==> config.mk <==
export PLATFORM = sky130hd
export DESIGN_NAME = usb_pktbuf_arbiter
export DESIGN_NICKNAME = d
export VERILOG_FILES = /design/src/rtl/usb_pktbuf_arbiter.sv
export SDC_FILE = /design/constraint.sdc
export NUM_CORES = 1
export LEC_CHECK = 0
export CAP_MARGIN = 20
export CORE_ASPECT_RATIO = 0.7
export CORE_MARGIN = 3
export CORE_UTILIZATION = 43
export DETAILED_ROUTE_END_ITERATION = 10
export PLACE_DENSITY = 0.76
export SETUP_SLACK_MARGIN = 0.15
export SLEW_MARGIN = 20
export SYNTH_ARGS = -nofsm -noshare
export SYNTH_HDL_FRONTEND = slang
export SYNTH_SLANG_ARGS = --single-unit
export TNS_END_PERCENT = 10
==> constraint.sdc <==
create_clock -name clk -period 2.1 [get_ports clk]
set_input_delay 0.42 -clock clk [delete_from_list [all_inputs] [get_ports clk]]
set_output_delay 0.42 -clock clk [all_outputs]
set_load 0.02 [all_outputs]
==> src/rtl/usb_pktbuf_arbiter.sv <==
`default_nettype none
// ============================================================================
// Module : usb_pktbuf_arbiter
// Desc   : SIE/CPU arbiter for the single-port USB packet buffer RAM.
// Rev    : 1.0 - initial release
// ============================================================================
module usb_pktbuf_arbiter #(
   parameter int AW         = 7,
   parameter int STARVE_MAX = 4
) (
   input  logic          clk,
   input  logic          rst,
   input  logic          sie_req,
   input  logic          sie_we,
   input  logic [AW-1:0] sie_addr,
   input  logic [7:0]    sie_wdata,
   output logic          sie_gnt,
   output logic          sie_rvalid,
   output logic [7:0]    sie_rdata,
   input  logic          cpu_req,
   input  logic          cpu_we,
   input  logic [AW-1:0] cpu_addr,
   input  logic [7:0]    cpu_wdata,
   output logic          cpu_gnt,
   output logic          cpu_rvalid,
   output logic [7:0]    cpu_rdata,
   output logic          mem_en,
   output logic          mem_we,
   output logic [AW-1:0] mem_addr,
   output logic [7:0]    mem_wdata,
   input  logic [7:0]    mem_rdata,
   output logic [7:0]    force_cnt
);

   localparam int SW = $clog2(STARVE_MAX + 1);
   localparam logic [SW-1:0] C_STARVE_MAX = SW'(STARVE_MAX);

   typedef enum logic [1:0] {
      OWN_NONE = 2'd0,
      OWN_SIE  = 2'd1,
      OWN_CPU  = 2'd2
   } owner_e;

   typedef enum logic [0:0] {
      ST_NORMAL = 1'b0,
      ST_FORCE  = 1'b1
   } state_e;

   state_e        state_q, state_d;
   logic [SW-1:0] starve_q, starve_d;
   logic [7:0]    force_cnt_q, force_cnt_d;
   owner_e        tag1_q, tag1_d, tag2_q;
   logic          mem_en_q, mem_we_q;
   logic [AW-1:0] mem_addr_q;
   logic [7:0]    mem_wdata_q;
   logic [7:0]    sie_rdata_q, cpu_rdata_q;
   logic          gnt_sie, gnt_cpu;

   // FORCE is entered exactly when the denied-streak counter hits STARVE_MAX,
   // so it doubles as the "counter saturated" flag for arbitration.
   always_comb begin
      gnt_sie     = 1'b0;
      gnt_cpu     = 1'b0;
      state_d     = state_q;
      starve_d    = starve_q;
      force_cnt_d = force_cnt_q;
      tag1_d      = OWN_NONE;

      if (state_q == ST_FORCE && cpu_req) begin
         gnt_cpu = 1'b1;
      end else if (sie_req) begin
         gnt_sie = 1'b1;
      end else if (cpu_req) begin
         gnt_cpu = 1'b1;
      end

      if (!cpu_req || gnt_cpu) begin
         starve_d = '0;
      end else if (starve_q != C_STARVE_MAX) begin
         starve_d = starve_q + 1'b1;
      end

      if (state_q == ST_FORCE && gnt_cpu && sie_req && force_cnt_q != 8'hFF) begin
         force_cnt_d = force_cnt_q + 8'd1;
      end

      case (state_q)
         ST_NORMAL: if (starve_d == C_STARVE_MAX) state_d = ST_FORCE;
         ST_FORCE:  if (gnt_cpu || !cpu_req)      state_d = ST_NORMAL;
         default:   state_d = ST_NORMAL;
      endcase

      if (gnt_sie && !sie_we) begin
         tag1_d = OWN_SIE;
      end else if (gnt_cpu && !cpu_we) begin
         tag1_d = OWN_CPU;
      end
   end

   always_ff @(posedge clk or posedge rst) begin
      if (rst) begin
         state_q     <= ST_NORMAL;
         starve_q    <= '0;
         force_cnt_q <= 8'd0;
         tag1_q      <= OWN_NONE;
         tag2_q      <= OWN_NONE;
         mem_en_q    <= 1'b0;
         mem_we_q    <= 1'b0;
         mem_addr_q  <= '0;
         mem_wdata_q <= 8'd0;
         sie_rdata_q <= 8'd0;
         cpu_rdata_q <= 8'd0;
      end else begin
         state_q     <= state_d;
         starve_q    <= starve_d;
         force_cnt_q <= force_cnt_d;
         tag1_q      <= tag1_d;
         tag2_q      <= tag1_q;
         mem_en_q    <= gnt_sie | gnt_cpu;
         mem_we_q    <= 1'b0;
         if (gnt_sie) begin
            mem_we_q    <= sie_we;
            mem_addr_q  <= sie_addr;
            mem_wdata_q <= sie_wdata;
         end else if (gnt_cpu) begin
            mem_we_q    <= cpu_we;
            mem_addr_q  <= cpu_addr;
            mem_wdata_q <= cpu_wdata;
         end
         if (tag2_q == OWN_SIE) sie_rdata_q <= mem_rdata;
         if (tag2_q == OWN_CPU) cpu_rdata_q <= mem_rdata;
      end
   end

   // Read data is forwarded straight from the RAM in the valid cycle, then held.
   assign sie_gnt    = gnt_sie;
   assign cpu_gnt    = gnt_cpu;
   assign sie_rvalid = (tag2_q == OWN_SIE);
   assign cpu_rvalid = (tag2_q == OWN_CPU);
   assign sie_rdata  = sie_rvalid ? mem_rdata : sie_rdata_q;
   assign cpu_rdata  = cpu_rvalid ? mem_rdata : cpu_rdata_q;
   assign mem_en     = mem_en_q;
   assign mem_we     = mem_we_q;
   assign mem_addr   = mem_addr_q;
   assign mem_wdata  = mem_wdata_q;
   assign force_cnt  = force_cnt_q;

endmodule
`default_nettype wire

==> summary.md, run 1 <==
| Metric | Value |
|---|---|
| Comb power frac | `26.7%` |
| Clk pwr share | `24.1%` |
| CTS max path bufs | `2` |
| Critical path class | `reg -> out` |
| Avg Cell Area, Syn | `11.47 µm²` |
| WL final | `5440 µm` |
| Post-DRT Antenna Nets | `0` |
| Proportion of layout cells with a drive suffix above 1 | `26.69%` |
| First-pass GRT wire length | `8659 µm` |
| Antenna diodes | `0` |
| Total number of cells along the worst setup path | `4` |
| Fin crit share | `97.17%` |
| Startpoint types | `flip-flop` |
| Largest cells by area after synthesis | `dfrtp_1 55%, mux2_2 17%, nor2_1 6.1%` |
| WHS Path Cells | `0` |
| CP bufs+invs | `2` |
| PwrDens | `659.5 nW/µm²` |
| Hold slack | `357.8 ps` |
| Internal power | `1.563 mW` |
| Max Clk Rate | `490.0 MHz` |
| Mapped cell area | `2225 µm²` |
| Crit path time final | `2041 ps` |
| CTS tree | `yes` |
| Clk_lat worst skew | `290 ps` |
| Die W | `91.97 µm` |
| I/O pin total | `89` |
| Initial Util | `45.52%` |
| Syn Nets | `241` |
| PortBufs | `88` |
| Register-to-Register Path Depth | `5` |
| DR vias/cell | `4.964` |
| # fillers | `421` |
| GRT Total Usage | `18.62%` |
| Top cell type's share of synthesized area | `55.12%` |
| Setup repair bufs after CTS | `0` |
| Leak pwr | `1.440 nW` |
| Final GP Congestion | `0.7466` |
| Fin Clk Skew | `3.533 ps` |
| Hold Crit Class | `reg -> reg` |
| Layout area overhead | `47.81%` |
| # setup viols final | `0` |
| Status | `finished, final reports clean` |
| Row Count | `21` |
| Initial antenna violation count | `0` |
| Largest net degree at the start of global routing | `21` |
| Flops & latches, synth | `49` |
| Die area | `6087 µm²` |
| GR Overflow Total | `0` |
| RSZ-0062 raised after global routing | `yes` |
| Delay-heaviest family, CP | `buffers and inverters` |
| Sw Ratio | `27.92%` |
| Remaining DRCs | `0` |
| Delay of the slowest critical-path stage | `380 ps` |
| Root Driver | `clkbuf_8` |
| Worst vdd ir | `0.0003490 V` |
| H-tree depth | `2` |
| Core Area | `4887 µm²` |
| Largest area contributor in the synthesized netlist | `dfrtp_1` |
| Initial DRC count | `56` |
| Max_slew headroom | `74.00%` |
| Crit-path cells | `nor2b_1 > buf_6 > mux2_2 > clkdlybuf4s15_1` |
| Total power | `2.168 mW` |
| Vias | `1,812` |
| Vias in the first global route | `1,774` |
| Actual slew at the worst max-slew pin | `389.5 ps` |
| Crit path max-delay cell type | `dfrtp_1` |
| DP HPWL | `4054 µm` |
| Worst-path clk slew | `80 ps` |
| Crit path capture type | `output pin` |
| Post-Syn Instances | `194` |
| Flop pwr share | `49.2%` |
| Final Hold Fails | `0` |
| Cts bufs inserted | `5` |
| Chip height | `66.18 µm` |
| Critical path fanouts, max | `9` |
| Net switching power | `0.6055 mW` |
| Distinct cells, synth | `30` |
| Register area share after synthesis | `55.12%` |
| Yosys warning total | `0` |
| Layout net count | `342` |
| Req. time, crit path | `1680 ps` |
| Clk sinks | `49` |
| CP Data Arrival Time | `1620 ps` |
| Slew Viols, Final | `0` |
| Max cap viols | `0` |
| Wire per inst | `14.90 µm` |
| Hold_buf cts | `0` |
| DRT Pass-1 Iters | `4` |
[synth_stat cells]
library cell	n
dfrtp_1	49
nor2_1	36
mux2_2	33
o22ai_1	15
nand2_1	8
inv_1	6
a21oi_1	5
buf_2	5
nor2b_1	4
ha_1	3
nand2b_1	3
nor3_1	3
and3_4	2
nand2_2	2
nand3_1	2
nor3_2	2
o21ai_0	2
xnor2_1	2
a21boi_1	1
a22o_1	1
and4_4	1
buf_1	1
buf_4	1
buf_6	1
mux2_4	1
mux2i_1	1
nand3_2	1
nand4_1	1
or2_2	1
xor2_1	1
[kinds of logic (layout without fill, tap and decap cells)]
kind of cell	count (synthesis)	after routing	share of synthesized area [%]
simple gates	66	66	14.51
flops	49	49	55.12
mux	35	35	17.83
compound gates	24	24	6.524
buf+inv	14	116	3.149
fa+ha+maj	3	3	1.687
xor+xnor	3	3	1.181
[state kept, by name, summed over array words and instances, names as in the netlist, 2 cells and up]
name,count
sie_rdata_q,8
tag1_q,2
tag2_q,2
mem_wdata,8
force_cnt,8
cpu_rdata_q,8
mem_addr,7
starve_q,3
[path summary, 6_finish.rpt]
kind	startpoint	end	slack (ps)
setup / recovery	tag2_q[1]	sie_rdata[6]	60
hold / removal	tag1_q[0]	tag2_q[0]	360
setup reg to reg	force_cnt[0]	force_cnt[1]	490
hold reg to reg	tag1_q[0]	tag2_q[0]	360
max in group asynchronous	rst	sie_rdata_q[5]	1130
min in group asynchronous	rst	mem_addr[5]	420
[metal layers]
layer / track usage (%) / routed length, µm
met3: 8.419 / 529
met5: 0 / 0
met4: 5.000 / 53
met2: 29.55 / 2387
met1: 23.25 / 2470
[repair_timing]
action,in CTS,in global routing
hold endpoints to repair,0,0
setup endpoints to repair,20,19
cloned,0,0
gates resized for setup,18,50
[power by group through the flow]
stage / Combinational (mW) / Clock, mW / Sequential, mW
after global routing: 0.623 / 0.580 / 1.08
after global placement: 0.620 / 0 / 1.08
final: 0.579 / 0.522 / 1.07
after CTS: 0.585 / 0.542 / 1.07
after detailed placement: 0.629 / 0 / 1.09
after floorplan: 0.270 / 0 / 1.12
[cell usage in the layout (no fill, tap or decap), types with 3 or more instances in the layout]
cell             Yosys  routed
clkdlybuf4s50_1      0      68
dfrtp_1             49      49
nor2_1              36      36
mux2_2              33      33
buf_4                1      17
o22ai_1             15      15
clkbuf_2             0       9
nand2_1              8       8
a21oi_1              5       5
inv_1                6       5
clkbuf_8             0       5
nor2b_1              4       4
nor3_1               3       3
nand2b_1             3       3
ha_1                 3       3
clkbuf_1             0       3
[stage by stage]
stage / area [µm²] / std cells / setup WS (ps) / utilization, % / setup TNS (ps)
after floorplan: 2225 / 194 / 507.2 / - / 0
after global placement: 3262 / 357 / -164.9 / 66.74 / -215.3
after detailed placement: 3262 / 357 / -189.7 / 66.74 / -301.6
after CTS: 3319 / 365 / 1.422 / 67.92 / 0
after global routing: 3288 / 365 / -7.520 / 67.28 / -7.520
final: 3288 / 365 / 59.37 / 67.28 / 0
[final cells by class]
type	instances	area, µm²	share of cell area, %
sequential	49	1226	37.29
tap	69	86.33	2.626
timing repair buffer	102	944.7	28.73
clock buffer	8	80.08	2.435
inverter	6	22.52	0.6849
multi-input combinational	131	928.4	28.23
Note: power is estimated with default switching activity, not from simulation.
==> inputs of run 2 (changes only) <==
- CORE_UTILIZATION: 43 -> 25
- PLACE_DENSITY: 0.76 -> 0.47
- SLEW_MARGIN: 20 -> unset
==> run 2 against run 1 <==
Net effect: core utilization down 27 points; combinational power down 1%; via count down 1.8%; count of clock-buffer cells in the layout down 3; global-route usage down 6.5 points; critical path depth up 1; design area up 4.8%; sequential share of layout area down 1.7 points; clock skew down 1.3 ps.
==> summary.md, run 2 (synthesized netlist as in run 1, its figures left out) <==
| Metric | Value |
|---|---|
| Initial Util | `26.02%` |
| Remaining DRCs | `0` |
| Max_slew headroom | `75.19%` |
| Fin Clk Skew | `2.203 ps` |
| PortBufs | `88` |
| Comb power frac | `22.6%` |
| DRT Pass-1 Iters | `4` |
| Chip height | `84.93 µm` |
| Status | `finished, final reports clean` |
| Busiest grt layer | `met2` |
| CTS tree | `yes` |
| DP HPWL | `4191 µm` |
| WL final | `5774 µm` |
| Most frequent cells in the layout | `68 x clkdlybuf4s50_1, 49 x dfrtp_1, 36 x nor2_1` |
| Sw Ratio | `26.03%` |
| H-tree depth | `2` |
| DR vias/cell | `4.287` |
| Core Area | `8548 µm²` |
| Clk sinks | `49` |
| Flop pwr share | `42.1%` |
| Worst-path clk slew | `60 ps` |
| Cts bufs inserted | `5` |
| Worst vdd ir | `0.0002557 V` |
| Fin crit share | `92.84%` |
| Register-to-Register Path Depth | `5` |
| Internal power | `1.876 mW` |
| CP bufs+invs | `3` |
| Layout area overhead | `54.95%` |
| Root Driver | `clkbuf_16` |
| Row Count | `28` |
| Die W | `118.8 µm` |
| Post-DRT Antenna Nets | `0` |
| Startpoint types | `flip-flop` |
| Clk_lat worst skew | `290 ps` |
| Die area | `10,080 µm²` |
| Met3 Use GR | `7.462%` |
| Antenna diodes | `0` |
| Crit path max-delay cell type | `dfrtp_1` |
| Final core occ | `40.32%` |
| Layout net count | `342` |
| Final GP Congestion | `0.7118` |
| CTS max path bufs | `2` |
| Crit path time final | `1950 ps` |
| Met2 global-route usage | `16.86%` |
| Initial DRC count | `43` |
| Critical path class | `reg -> out` |
| Largest net degree at the start of global routing | `35` |
| Global Route met1 Usage | `15.34%` |
| GRT Total Usage | `12.13%` |
| First-pass GRT wire length | `9604 µm` |
| # fillers | `893` |
| PwrDens | `735.5 nW/µm²` |
| Slew Viols, Final | `0` |
| Initial antenna violation count | `0` |
| Net switching power | `0.6598 mW` |
| Hold slack | `349.4 ps` |
| Clk pwr share | `35.3%` |
| Delay of the slowest critical-path stage | `390 ps` |
| Crit path capture type | `output pin` |
| Delay-heaviest family, CP | `buffers and inverters` |
| Hold Crit Class | `reg -> reg` |
| Max cap viols | `0` |
| Vias | `1,779` |
| Most common cell after layout, fill and taps aside | `clkdlybuf4s50_1` |
| Max Clk Rate | `512.9 MHz` |
| Actual slew at the worst max-slew pin | `371.6 ps` |
| I/O pin total | `89` |
| Total number of cells along the worst setup path | `5` |
| Wire per inst | `13.91 µm` |
| RSZ-0062 raised after global routing | `yes` |
| Crit-path cells | `nor2b_2 > buf_6 > buf_12 > mux2_2 > buf_2` |
| Final Hold Fails | `0` |
| Vias in the first global route | `1,845` |
| Proportion of layout cells with a drive suffix above 1 | `28.14%` |
| WHS Path Cells | `0` |
| CP Data Arrival Time | `1530 ps` |
| # setup viols final | `0` |
| Req. time, crit path | `1680 ps` |
| GR Overflow Total | `0` |
| Leak pwr | `1.462 nW` |
| Critical path fanouts, max | `5` |
==> run 2: changes by cell type in the layout (fill, tap and decap cells not counted), moves of 2 or more <==
| cell | before | now |
|---|---|---|
| clkbuf_16 | 0 | 5 |
| buf_2 | 1 | 16 |
| buf_4 | 17 | 9 |
| buf_12 | 1 | 4 |
| clkbuf_1 | 3 | 0 |
| dlymetal6s2s_1 | 2 | 0 |
| clkbuf_8 | 5 | 0 |
| dlygate4sd2_1 | 1 | 3 |
| clkbuf_2 | 9 | 0 |
==> run 2: cell type report <==
type	count	area, µm²	area share, %
inverters	6	22.52	0.6534
well taps	120	150.1	4.356
multi-input cells	131	930.9	27.01
flip-flops and latches	49	1226	35.57
repair buffers	102	957.2	27.77
clock inverters	2	35.03	1.016
clock buffers	5	125.1	3.630
==> run 2: power by group through the flow <==
stage                     registers (mW)  clock network (mW)  logic, mW
after floorplan                     1.12                   0      0.270
after global placement              1.08                   0      0.630
after detailed placement            1.08                   0      0.631
after CTS                           1.07               0.949      0.575
after global routing                1.08               0.971      0.619
final                               1.07               0.896      0.573
==> run 2: final timing paths <==
kind	from	endpoint	slack, ps
setup / recovery	tag2_q[1]	sie_rdata[3]	150
max in group asynchronous	rst	mem_en	1160
min in group asynchronous	rst	cpu_rdata_q[6]	430
setup reg to reg	force_cnt[0]	force_cnt[1]	530
hold reg to reg	tag1_q[0]	tag2_q[0]	350
hold / removal	tag1_q[0]	tag2_q[0]	350
==> run 2: per-layer routing <==
layer  wire length, µm  share of wire, %
met4                83               1.4
met5                 0                 0
met1              2722                47
met3               786                14
met2              2181                38
==> run 2: repair_timing <==
action / CTS / global route
setup buffers: 0 / 2
setup endpoints to repair: 20 / 10
hold buffers: 0 / 0
resized for setup: 69 / 3
==> run 2: stage by stage <==
| step | total power, mW | setup TNS (ps) | cells | instance area (µm²) | worst slack (ps) |
|---|---|---|---|---|---|
| 2_1_floorplan | 1.386 | 0 | 194 | 2225 | 507.2 |
| 3_3_place_gp | 1.711 | -436.2 | 406 | 3323 | -186.8 |
| 3_5_place_dp | 1.716 | -483.6 | 406 | 3323 | -197.0 |
| 4_1_cts | 2.591 | 0 | 413 | 3407 | 51.42 |
| 5_1_grt | 2.668 | 0 | 415 | 3447 | 80.79 |
| 6_report | 2.535 | 0 | 415 | 3447 | 150.4 |
==> inputs of run 3 (changes only) <==
- PLACE_DENSITY: 0.47 -> 0.48
- clock period: 2.1 -> 2.45 ns (I/O delays scaled with it)
==> run 3 against run 2 <==
Net effect: register-to-register slack better by 350 ps; largest cell class unchanged; sequential share of layout area down 0.37 points; count of clock-buffer cells in the layout stayed put; non-clock buffer count decreased by 5; design area increased by 1.1%; global-route usage shrank 0.32 points; hold slack gained 4.1 ps; critical path type unchanged.
==> summary.md, run 3 (synthesized netlist as in run 1, its figures left out) <==
| Metric | Value |
|---|---|
| R2R setup slack | `880 ps` |
| Max cap viols | `0` |
| Slew Viols, Final | `0` |
| Wire per inst | `13.99 µm` |
| Initial Util | `26.02%` |
| Layout area overhead | `56.58%` |
| Crit path max-delay cell type | `clkdlybuf4s50_1` |
| Reg2reg start | `force_cnt[0]` |
| # fillers | `852` |
| GR Overflow Total | `0` |
| Inst Count DP | `403` |
| First-pass GRT wire length | `9508 µm` |
| Antenna diodes | `0` |
| Leak pwr | `1.569 nW` |
| Hold Crit Class | `reg -> reg` |
| Final non-filler cell total | `411` |
| Max_slew headroom | `66.64%` |
| Proportion of layout cells with a drive suffix above 1 | `21.31%` |
| WL final | `5751 µm` |
| Critical path class | `reg -> out` |
| Critical Path End | `sie_rvalid` |
| Initial antenna violation count | `0` |
| Row Count | `28` |
| Clk_lat worst skew | `290 ps` |
| Setup repair bufs after CTS | `0` |
| Initial DRC count | `55` |
| # setup viols final | `0` |
| I/O pin total | `89` |
| CP Data Arrival Time | `1630 ps` |
| Die W | `118.8 µm` |
| Most frequent cells in the layout | `70 x clkdlybuf4s50_1, 49 x dfrtp_1, 36 x nor2_1` |
| Vias in the first global route | `1,829` |
| DP HPWL | `4166 µm` |
| Post-DRT Antenna Nets | `0` |
| Largest net degree at the start of global routing | `29` |
| Status | `finished, final reports clean` |
| Setup TNS | `0 ps` |
| Worst setup path startpoint | `tag2_q[1]` |
| Actual slew at the worst max-slew pin | `499.7 ps` |
| Clk sinks | `49` |
| RSZ-0062 raised after global routing | `no` |
| Vias | `1,733` |
| Fin Clk Skew | `5.070 ps` |
| Critical path fanouts, max | `9` |
| PwrDens | `611.1 nW/µm²` |
| Final Hold Fails | `0` |
| Delay of the slowest critical-path stage | `620 ps` |
| Startpoint types | `flip-flop` |
| Worst vdd ir | `0.0002418 V` |
| Remaining DRCs | `0` |
| Root Driver | `clkbuf_16` |
| GRT Total Usage | `11.81%` |
| Setup WS post-layout | `329.0 ps` |
| Crit path capture type | `output pin` |
| Req. time, crit path | `1960 ps` |
| Final GP Congestion | `0.7280` |
| PortBufs | `88` |
| Area occupied by multi-input gates | `935.9 µm²` |
| DRT Pass-1 Iters | `4` |
| Hold_buf cts | `0` |
| Most common cell after layout, fill and taps aside | `clkdlybuf4s50_1` |
| Max Clk Rate | `471.5 MHz` |
| Final core occ | `40.75%` |
| CTS max path bufs | `2` |
| Worst-path clk slew | `70 ps` |
| DR vias/cell | `4.217` |
| Core Area | `8548 µm²` |
| Layout net count | `337` |
| Cts bufs inserted | `5` |
| Register area | `1226 µm²` |
| Crit-path cells | `nor2b_1 > buf_4 > clkdlybuf4s50_1` |
| Register-to-Register Path Depth | `5` |
| CTS tree | `yes` |
| Setup WS pre-CTS | `22.96 ps` |
| Reg2reg end | `force_cnt[1]` |
| Fin crit share | `86.57%` |
| Crit path time final | `2121 ps` |
| H-tree depth | `2` |
| Total power | `2.129 mW` |
| Die area | `10,080 µm²` |
| Chip height | `84.93 µm` |
run 3: changes by cell type in the layout (fill, tap and decap cells not counted), sizes merged:
cell / delta
clkdlybuf4s15: -1
dlygate4sd2: -2
buf: -21
clkinvlp: +1
inv: +1
dlymetal6s2s: +17
clkdlybuf4s50: +2
bufinv: -1
run 3: final cells by class:
cell class | instances | area share (%)
timing repair buffer | 97 | 28.77
sequential | 49 | 35.20
multi-input combinational | 131 | 26.87
tap | 120 | 4.310
inverter | 6 | 0.6466
clock inverter | 3 | 0.6106
clock buffer | 5 | 3.592
run 3: where the power goes:
group | total, mW | internal (mW) | leakage [nW] | switching [mW]
sequential | 0.915 | 0.888 | 0.598 | 0.0275
combinational | 0.517 | 0.276 | 0.901 | 0.241
clock | 0.697 | 0.381 | 0.0702 | 0.316
run 3: worst min-delay path by stage:
stage,cells after the start,start,end
global route,0,tag1_q[1],tag2_q[1]
floorplan,0,tag1_q[0],tag2_q[0]
detailed placement,0,tag1_q[1],tag2_q[1]
finish,0,tag1_q[0],tag2_q[0]
global placement,0,tag1_q[0],tag2_q[0]
CTS,0,tag1_q[0],tag2_q[0]
run 3: critical path, delay by kind of cell (launching register included):
kind	cells	cell delay, ps
buffers and inverters	2	810
DFF	1	410
and+or+nand+nor	1	120
run 3: routing by layer:
layer  global-route usage, %  routed length [µm]  vias up
li1                        -                   -      861
met1                   17.58                2991      796
met2                   15.21                2154       71
met3                   5.330                 558        5
met4                   3.155                  47        0
met5                       0                   0        -
run 3: per-stage QoR:
step / hold WS [ps] / instance area [µm²]
final: 353.6 / 3483
after global routing: 360.4 / 3483
after CTS: 355.1 / 3436
after detailed placement: 341.9 / 3288
after global placement: 336.2 / 3288
after floorplan: 331.2 / 2225
run 3: repair_timing:
action                     CTS  global route
gates resized for setup      2            18
hold endpoints to repair     0             0
setup endpoints to repair   18            17
